<file path="src/rtl/fetch_if.sv">
// Fetch-stage bus bundle: instruction-memory handshake, redirect input and decoder-side buffer outputs.
interface fetch_if;
    logic        imem_req;
    logic [31:0] imem_addr;
    logic        imem_ack;
    logic [31:0] imem_rdata;
    logic        redirect;
    logic [31:0] redirect_pc;
    logic        instr_valid;
    logic        instr_ready;
    logic [31:0] instr;
    logic [31:0] instr_pc;

    modport master (
        output imem_req, imem_addr, instr_valid, instr, instr_pc,
        input  imem_ack, imem_rdata, redirect, redirect_pc, instr_ready
    );

    modport slave (
        input  imem_req, imem_addr, instr_valid, instr, instr_pc,
        output imem_ack, imem_rdata, redirect, redirect_pc, instr_ready
    );
endinterface

</file>
<file path="src/rtl/fetch_unit.sv">
// Instruction fetch: one outstanding memory read, 2-entry {pc, word} buffer, redirect with response drop.
//   state  | meaning
//   S_RUN  | normal fetch; responses are pushed into the buffer
//   S_DROP | stale request still pending after a redirect; its response is discarded
module fetch_unit #(
    parameter logic [31:0] RESET_PC = 32'h0000_0000
) (
    input logic     clk,
    input logic     rst,
    fetch_if.master bus
);
    typedef enum logic {S_RUN, S_DROP} state_t;

    localparam logic [31:0] RESET_PC_ALIGNED = RESET_PC & 32'hFFFF_FFFC;

    state_t      state_q, state_d;
    logic [31:0] pc_q;
    logic [31:0] tgt_q;
    logic        outstanding_q;
    logic [31:0] fifo_pc   [2];
    logic [31:0] fifo_word [2];
    logic        head_q;
    logic [1:0]  count_q;

    logic [31:0] redirect_tgt;
    logic        valid;
    logic        req;
    logic        hold;
    logic        push;
    logic        pop;
    logic        tail;
    logic [1:0]  count_after_pop;

    assign redirect_tgt = bus.redirect_pc & 32'hFFFF_FFFC;
    assign tail         = head_q ^ count_q[0];

    always_ff @(posedge clk) begin
        if (rst) state_q <= S_RUN;
        else     state_q <= state_d;
    end

    always_comb begin
        state_d = state_q;
        case (state_q)
            S_RUN:   if (bus.redirect && hold) state_d = S_DROP;
            S_DROP:  if (bus.imem_ack)         state_d = S_RUN;
            default: state_d = S_RUN;
        endcase
    end

    // A new request is not started in a redirect cycle; the new stream begins next cycle.
    always_comb begin
        valid           = !rst && (count_q != 2'd0);
        count_after_pop = count_q - {1'b0, valid && bus.instr_ready};
        req             = !rst && (outstanding_q ||
                          (state_q == S_RUN && !bus.redirect && count_after_pop < 2'd2));
        hold            = req && !bus.imem_ack;
        push            = req && bus.imem_ack && state_q == S_RUN && !bus.redirect;
        pop             = valid && bus.instr_ready && !bus.redirect;
        bus.imem_req    = req;
        bus.imem_addr   = req ? pc_q : 32'h0;
        bus.instr_valid = valid;
        bus.instr       = valid ? fifo_word[head_q] : 32'h0;
        bus.instr_pc    = valid ? fifo_pc[head_q]   : 32'h0;
    end

    always_ff @(posedge clk) begin
        if (rst) begin
            pc_q          <= RESET_PC_ALIGNED;
            tgt_q         <= 32'h0;
            outstanding_q <= 1'b0;
            head_q        <= 1'b0;
            count_q       <= 2'd0;
        end else begin
            outstanding_q <= hold;

            if (bus.redirect) begin
                count_q <= 2'd0;
            end else begin
                if (pop) head_q <= ~head_q;
                count_q <= count_q + {1'b0, push} - {1'b0, pop};
            end

            if (push) begin
                fifo_pc[tail]   <= pc_q;
                fifo_word[tail] <= bus.imem_rdata;
            end

            // pc_q stays on the stale address during DROP so imem_addr holds; tgt_q keeps the latest target.
            case (state_q)
                S_RUN: begin
                    if (bus.redirect) begin
                        if (hold) tgt_q <= redirect_tgt;
                        else      pc_q  <= redirect_tgt;
                    end else if (push) begin
                        pc_q <= pc_q + 32'd4;
                    end
                end
                S_DROP: begin
                    if (bus.imem_ack)     pc_q  <= bus.redirect ? redirect_tgt : tgt_q;
                    else if (bus.redirect) tgt_q <= redirect_tgt;
                end
                default: pc_q <= pc_q;
            endcase
        end
    end
endmodule

</file>
<file path="src/flat_wrapper.sv">
// flat-port wrapper written by rule: the top's interface ports become plain ports
module fetch_unit_flat 
#(
    parameter logic [31:0] RESET_PC = 32'h0000_0000
)
  (clk, rst, bus_imem_req, bus_imem_addr, bus_instr_valid, bus_instr, bus_instr_pc, bus_imem_ack, bus_imem_rdata, bus_redirect, bus_redirect_pc, bus_instr_ready);
  fetch_if bus_i ();
  input logic clk;
  input logic rst;
  output wire logic [$bits(bus_i.imem_req)-1:0] bus_imem_req;
  output wire logic [$bits(bus_i.imem_addr)-1:0] bus_imem_addr;
  output wire logic [$bits(bus_i.instr_valid)-1:0] bus_instr_valid;
  output wire logic [$bits(bus_i.instr)-1:0] bus_instr;
  output wire logic [$bits(bus_i.instr_pc)-1:0] bus_instr_pc;
  input wire logic [$bits(bus_i.imem_ack)-1:0] bus_imem_ack;
  input wire logic [$bits(bus_i.imem_rdata)-1:0] bus_imem_rdata;
  input wire logic [$bits(bus_i.redirect)-1:0] bus_redirect;
  input wire logic [$bits(bus_i.redirect_pc)-1:0] bus_redirect_pc;
  input wire logic [$bits(bus_i.instr_ready)-1:0] bus_instr_ready;
  assign bus_imem_req = bus_i.imem_req;
  assign bus_imem_addr = bus_i.imem_addr;
  assign bus_instr_valid = bus_i.instr_valid;
  assign bus_instr = bus_i.instr;
  assign bus_instr_pc = bus_i.instr_pc;
  assign bus_i.imem_ack = bus_imem_ack;
  assign bus_i.imem_rdata = bus_imem_rdata;
  assign bus_i.redirect = bus_redirect;
  assign bus_i.redirect_pc = bus_redirect_pc;
  assign bus_i.instr_ready = bus_instr_ready;
  fetch_unit #(.RESET_PC(RESET_PC)) u_core (.clk(clk), .rst(rst), .bus(bus_i));
endmodule
</file>
<file path="config.mk">
export PLATFORM = sky130hd
export DESIGN_NAME = fetch_unit_flat
export DESIGN_NICKNAME = d
export VERILOG_FILES = /design/src/rtl/fetch_if.sv /design/src/rtl/fetch_unit.sv /design/src/flat_wrapper.sv
export SDC_FILE = /design/constraint.sdc
export NUM_CORES = 1
export LEC_CHECK = 0
export ABC_AREA = 1
export CORE_MARGIN = 4
export CORE_UTILIZATION = 53
export CTS_BUF_LIST = sky130_fd_sc_hd__clkbuf_4 sky130_fd_sc_hd__clkbuf_8 sky130_fd_sc_hd__clkbuf_16
export CTS_CLUSTER_DIAMETER = 200
export CTS_CLUSTER_SIZE = 25
export DETAILED_ROUTE_END_ITERATION = 12
export PLACE_DENSITY_LB_ADDON = 0.12
export SYNTH_ARGS = -nofsm -noshare
export SYNTH_HDL_FRONTEND = slang
export SYNTH_SLANG_ARGS = --single-unit
</file>
<file path="constraint.sdc">
create_clock -name clk -period 6.1 [get_ports clk]
set_input_delay 1.22 -clock clk [delete_from_list [all_inputs] [get_ports clk]]
set_output_delay 1.22 -clock clk [all_outputs]
set_load 0.01 [all_outputs]
</file>
==> impl_results.md, run 1 <==
* Leak at ~4.7 nW
* Drt total wl at between 20 and 25 mm
* Wire length on met2 at between 10 and 15 mm
* Hold WC Path Type: flop to flop
* IO Port Bufs at 164
* Total GRT Usage at approximately 22%
* Seq cells post-synth at a little under 200
* Clock Path Buffers at 2
* Worst IR Drop VDD at 0.220 mV
* Vias per std cell at 5.12
* Total clock buffers created by CTS at 17
* Crit Reg-Reg Startpoint: u_core.state_q
* DR top layer: met4
* Synthesized area per cell at around 9 sq um
* Router iterations before antenna repair at 5
* Post-layout util at between 60% and 70%
* Share of cells above drive strength 1 at about a tenth
* Vias in the first global route at between 6000 and 7000
* RSZ-0062 raised after global routing: false
* Hold Path End: u_core.tgt_q[23]
* Yosys Warn Count at 0
* Per-cell routed wire length at between 15 and 20 um
* Flop pwr share at 53.0%
* Cells on worst reg2reg path at 7
* Largest net degree at the start of global routing at 68
* Period Utilization, post-route at 77.0%
* Initial Utilization at about 54%
* Worst skew pair latency at about 0.43 ns
* Setup crit start: rst
* RePlAce Congestion at approximately 0.91
* Switching Power at ~0.64 mW
* FFs w/ async S/R, synth at 0%
* Yosys cell types at 40
* Clock Sinks at about 200
* Setup crit start kind: input pin
* First-pass GRT wire length at roughly 35 mm
* Top post-synthesis cells by area: edfxtp_1, dfxtp_1, nand2_1
* Top cells by count, synth: nand2_1, nor2_1, inv_1
* Footprint of the multi-input gates at between 3000 and 4000 sq um
* Initial antenna violation count at 0
* Final Hold Fails at 0
* R2r setup slk at 3.09 ns
* DP HPWL at roughly 15 mm
* Max-cap violation count at 0
* Register area at about 5200 sq um
* Die W at ~140 um
* Layout net count at about 1300
* Grt ovf at 0
* Clock Skews at 0.0123 ns
* # setup viols final at 0
* Relative slew slack at between 30% and 40%
* Die height at 141 um
* Worst R2R End: u_core.pc_q[20]
* Core area at roughly 17000 sq um
* Met3 WL at roughly 1.4 mm
* Synthesis-to-layout area growth at 25.2%
* DRC Markers at 0
* Crit Path Category: input pin to output port
* CP required at around 4.9 ns
* Switch share at 22.7%
* Most frequent cell after synthesis: nand2_1
* CTS tree: yes
* Ant. Diodes at 0
* Dpl cells at approximately 1400
* Die ar. at roughly 20000 sq um
* Power Density at between 200 and 250 nW/um^2
* Syn Inst Count at around 1000
* Outcome: completed
* FMAX at roughly 0.21 GHz
* Crit path max fanout at 30
* Mapped Area at 9340 sq um
* Post-CTS setup buffer count at 0
* Cell taking the most area after synthesis: edfxtp_1
* Yosys top cell area share at approximately two fifths
* DRT iter0 DRCs at 488
* CTS H-tree depth at 4
* Critical path arrival at about 3.5 ns
* Rows at 48
* Hold Crit Start: u_core.tgt_q[23]
* Hold_buf cts at 0
* WHS Path Cells at 2
* Slew Limit Fails at 0
* Combinational Power Share at between 8 and 9%
* Pint at around 2.2 mW
* Fin Setup TNS at 0 ns
* Filler cells at approximately 1400
* Clock Root Buffer: clkbuf_16
* Syn nets at ~1100
* Worst Setup End Kind: output port
* Io pins at roughly 170
* Clock network power share at between 30% and 40%
* Post-cts sizing count at 0
* DRT met1 WL at just under 10 mm
* Final non-filler cell total at around 1400
* Min Tclk post-route at roughly 4.7 ns
* Post-synth EDFFs at between 100 and 150
* Top_reg_cell synth: edfxtp_1
* Antenna-violating nets left at 0
* Register area share after synthesis at 56.1%
* Register clock-pin slew on the reported worst setup and hold paths at around 0.070 ns
* Total number of vias at about 7200
* Worst slew pin tran at 1.04 ns
## sequential cells by signal, summed over array words and instances (netlist names), named ones only
register / cells
u_core.count_q: 2
u_core.head_q: 1
u_core.outstanding_q: 1
u_core.pc_q: 32
u_core.tgt_q: 32
u_core.fifo_pc: 64
u_core.state_q: 1
u_core.fifo_word: 64
## per-stage QoR
step	instance area, sq um	hold slack (ns)	power (mW)	setup WS [ns]
after global placement	11100	0.433	1.75	1.46
after CTS	11700	0.448	2.85	1.43
after floorplan	9340	0.422	1.65	0.930
final	11700	0.451	2.84	1.40
after global routing	11700	0.477	2.94	1.17
after detailed placement	11100	0.437	1.76	1.43
## cell usage in the layout (no fill, tap or decap), types with 4 or more instances in the layout
master,synthesis,routed
nand2_1,222,222
dfxtp_1,70,69
inv_2,5,5
nand3_1,46,46
nor2_1,153,150
edfxtp_1,128,128
mux2_2,64,64
nor2_4,2,5
inv_1,148,148
a21oi_1,34,34
clkdlybuf4s50_1,0,164
o21ai_0,61,61
clkbuf_4,0,4
o211ai_1,7,7
buf_4,3,7
clkbuf_16,0,17
nand4_1,5,5
nand3b_1,5,5
o21ai_1,7,7
a22o_1,5,5
## power groups by stage
stage	Sequential, mW	Combinational, mW	Clock, mW
6_report	1.50	0.231	1.10
5_1_grt	1.51	0.257	1.18
4_1_cts	1.50	0.231	1.12
3_5_place_dp	1.53	0.230	0
3_3_place_gp	1.53	0.226	0
2_1_floorplan	1.52	0.132	0
## final cells by class
class	count	share of cell area [%]
Clock inverter	10	1.05
Timing Repair Buffer	171	14.5
Sequential cell	198	44.9
Tap cell	225	2.41
Inverter	154	4.94
Clock buffer	21	3.90
Multi-Input combinational cell	638	28.3
## worst max-delay path by stage
stage | endpoint | cells after the start | slack, ns
5_1_grt | bus_imem_addr[12] | 10 | 1.17
3_5_place_dp | bus_imem_addr[12] | 10 | 1.43
6_report | bus_imem_addr[21] | 10 | 1.40
2_1_floorplan | u_core.fifo_pc[0][0] | 8 | 0.93
4_1_cts | bus_imem_addr[12] | 10 | 1.43
3_3_place_gp | bus_imem_addr[17] | 8 | 1.46
## metal layers
metal  GRT usage [%]  up-vias
li1                -     3643
met1            30.2     3313
met2            35.5      262
met3            3.60       30
met4            7.70        0
met5               0        -
## worst max-delay path, stage by stage
cell and delay, ns:
clkdlybuf4s50_1 0.69, inv_2 0.09, nand4_1 0.10, nand2_1 0.06, nand2_1 0.06, nand2_1 0.10, nand2_1 0.18, buf_4 0.38
nor2_1 0.10, clkdlybuf4s50_1 0.50
## cell families after synthesis
| kind of cell | after synthesis | share of synthesized area (%) |
|---|---|---|
| AO/OA/AOI/OAI | 120 | 6.99 |
| XOR/XNOR | 4 | 0.375 |
| adder cells (fa/ha/maj) | 3 | 0.402 |
| buffers and inverters | 198 | 8.63 |
| flip-flops | 198 | 56.1 |
| multiplexers | 64 | 7.71 |
| AND/OR/NAND/NOR | 447 | 19.7 |
(Power assumes the default switching activity.)
==> run 2, diff against run 1 <==
Settings changed: CORE_UTILIZATION 53 to 48.
Clock period 6.1 ns to 3.78 ns, I/O delays scaled along.
==> run 2 against run 1 <==
  * Register-to-register slack got worse by 1.5 ns
  * Sequential power rose by 61%
  * Global-route usage fell by 1.4 points
  * Wire length rose by 1.2%
  * Combinational power rose by 67%
  * Die area rose by 9.8%
  * Clock-buffer cell count fell by 4
  * Hold slack got worse by 0.0040 ns
  * Power rose by 66%
  * Highest routed layer unchanged
==> impl_results.md, run 2 (same netlist as run 1, synthesis figures left out) <==
* Max-cap violation count at 0 (unchanged)
* Io pins at 167 (unchanged)
* CP required at 3.02 ns (-1.86 ns)
* Worst skew pair latency at 0.42 ns (about the same)
* Power Density at 396 nW/um^2 (+63%)
* Hold Path End: u_core.tgt_q[18]
* Most frequent cells in the layout: nand2_1, clkdlybuf4s50_1, nor2_1
* Worst Setup End Kind: output port
* Largest net degree at the start of global routing at 68 (unchanged)
* Min Tclk post-route at 3.45 ns
* Share of cells above drive strength 1 at 11.0% (+0.82 points)
* Worst slack at placement at 0.363 ns (-1.07 ns)
* DP HPWL at 15.4 mm (+4.5%)
* Most common cell after layout, fill and taps aside: nand2_1
* Crit Path Category: input pin to output port
* WHS Path Cells at 2 (unchanged)
* Synthesis-to-layout area growth at 27.6%
* Leak at 4.74 nW (+1.7%)
* Grt ovf at 0 (unchanged)
* DRC Markers at 0 (unchanged)
* Outcome: completed
* Worst IR Drop VDD at 0.323 mV (+47%)
* Post-route setup slack at 0.331 ns (-1.07 ns)
* Router iterations before antenna repair at 5 (unchanged)
* Total number of vias at 7251 (+0.041%)
* Per-cell routed wire length at 15.1 um (-2.0%)
* Finished Cell Area at 11900 sq um (+1.9%)
* Ant. Diodes at 0 (unchanged)
* Cells on worst reg2reg path at 6 (-1)
* Largest regs: u_core.fifo_pc x64, u_core.fifo_word x64
* Antenna-violating nets left at 0 (unchanged)
* Crit Reg-Reg Startpoint: u_core.state_q
* Drt total wl at 22.1 mm (+1.2%)
* Die W at 148 um (+4.8%)
* RSZ-0062 raised after global routing: false
* Total GRT Usage at 20.5% (-1.4 points)
* Period Utilization, post-route at 91.2%
* RePlAce Congestion at 0.895 (-1.7%)
* Max incr delay on CP at 0.56 ns (-0.13 ns)
* Post-layout util at 63.1% (-4.5 points)
* CP most frequent cell: nand2_1
* R2r setup slk at 1.56 ns (-1.53 ns)
* Vias per std cell at 4.96 (-3.1%)
* Worst slew pin tran at 0.703 ns (-0.339 ns)
* FMAX at just under 0.3 GHz
* CTS H-tree depth at 4 (unchanged)
* Final Hold Fails at 0 (unchanged)
* Clock Path Buffers at 2 (unchanged)
* Worst R2R End: u_core.tgt_q[4]
* # setup viols final at 0 (unchanged)
* Post-CTS setup buffer count at 0 (unchanged)
* CTS tree: yes
* Hold WC Path Type: flop to flop
* Clock Sinks at 198 (unchanged)
* Slew Limit Fails at 0 (unchanged)
* Area after DPL at 11300 sq um (+1.6%)
* Hold_buf cts at 0 (unchanged)
* Layout net count at 1263 (+0.88%)
* Critical path arrival at 2.69 ns (-0.79 ns)
* Total clock buffers created by CTS at 17 (unchanged)
* Die ar. at 21800 sq um (+9.8%)
* Filler cells at 1666 (+15%)
* Die height at 148 um (+4.8%)
* Worst path cell trace: clkdlybuf4s50_1 > inv_2 > nand4_1 > nand2_1 > nand2_1 > nand2_1 > nand2_1 > buf_4 > nor2_1 > clkdlybuf4s50_1
* Initial Utilization at 49.4% (-4.6 points)
* Relative slew slack at 53.1% (+23 points)
* Initial antenna violation count at 0 (unchanged)
* Hold Crit Start: u_core.tgt_q[18]
* First-pass GRT wire length at 35.6 mm (+3.1%)
* DRT iter0 DRCs at 537 (+10%)
* Rows at 50 (+4.2%)
* Post-cts sizing count at 0 (unchanged)
* Clock Root Buffer: clkbuf_16
* Crit path max fanout at 21 (-30%)
* Clock Skews at 0.00772 ns (-0.00461 ns)
* Register clock-pin slew on the reported worst setup and hold paths at 0.07 ns (about the same)
* Setup crit start kind: input pin
* IO Port Bufs at 164 (unchanged)
* Vias in the first global route at 6832 (+0.12%)
* Hold WS at 0.447 ns (-0.00402 ns)
* Slowest CP cell: clkdlybuf4s50_1
* Core area at 18900 sq um (+9.2%)
[run 2: cell type report]
type	count	area, sq um	share of cell area, %
flip-flops and latches	198	5250	44.0
multi-input cells	638	3310	27.8
repair buffers	182	1830	15.3
inverters	154	578	4.85
clock buffers	17	425	3.57
well taps	260	325	2.73
clock inverters	14	201	1.69
[run 2: how the worst max path moves through the flow]
stage,start,end,cells past startpoint
3_5_place_dp,bus_instr_ready,bus_imem_addr[16],9
4_1_cts,bus_instr_ready,bus_imem_addr[16],9
5_1_grt,rst,bus_imem_addr[17],10
3_3_place_gp,rst,bus_imem_addr[17],10
6_report,rst,bus_imem_addr[16],10
2_1_floorplan,bus_redirect,u_core.fifo_pc[0][0],8
[run 2: report_power, final]
| part | leakage (nW) | internal [mW] | switching, mW | total (mW) |
|---|---|---|---|---|
| sequential | 1.73 | 2.36 | 0.0623 | 2.42 |
| clock | 0.287 | 1.11 | 0.798 | 1.91 |
| combinational | 2.72 | 0.180 | 0.206 | 0.385 |
[run 2: worst max-delay path: cells and delay by family]
family	cells	cell delay [ns]
buffers and inverters	4	1.37
and+or+nand+nor	6	0.56
[run 2: stage by stage]
| step | total power [mW] | instances | TNS, ns |
|---|---|---|---|
| 2_1_floorplan | 2.66 | 1034 | -118.55 |
| 3_3_place_gp | 2.84 | 1432 | 0 |
| 3_5_place_dp | 2.85 | 1432 | 0 |
| 4_1_cts | 4.75 | 1463 | 0 |
| 5_1_grt | 4.91 | 1463 | 0 |
| 6_report | 4.72 | 1463 | 0 |
[run 2: routing by layer]
metal  track usage, %  wire [um]
met3             3.59       1210
met1             28.6      10100
met2             33.2      10300
met5                0          0
met4             5.96        404
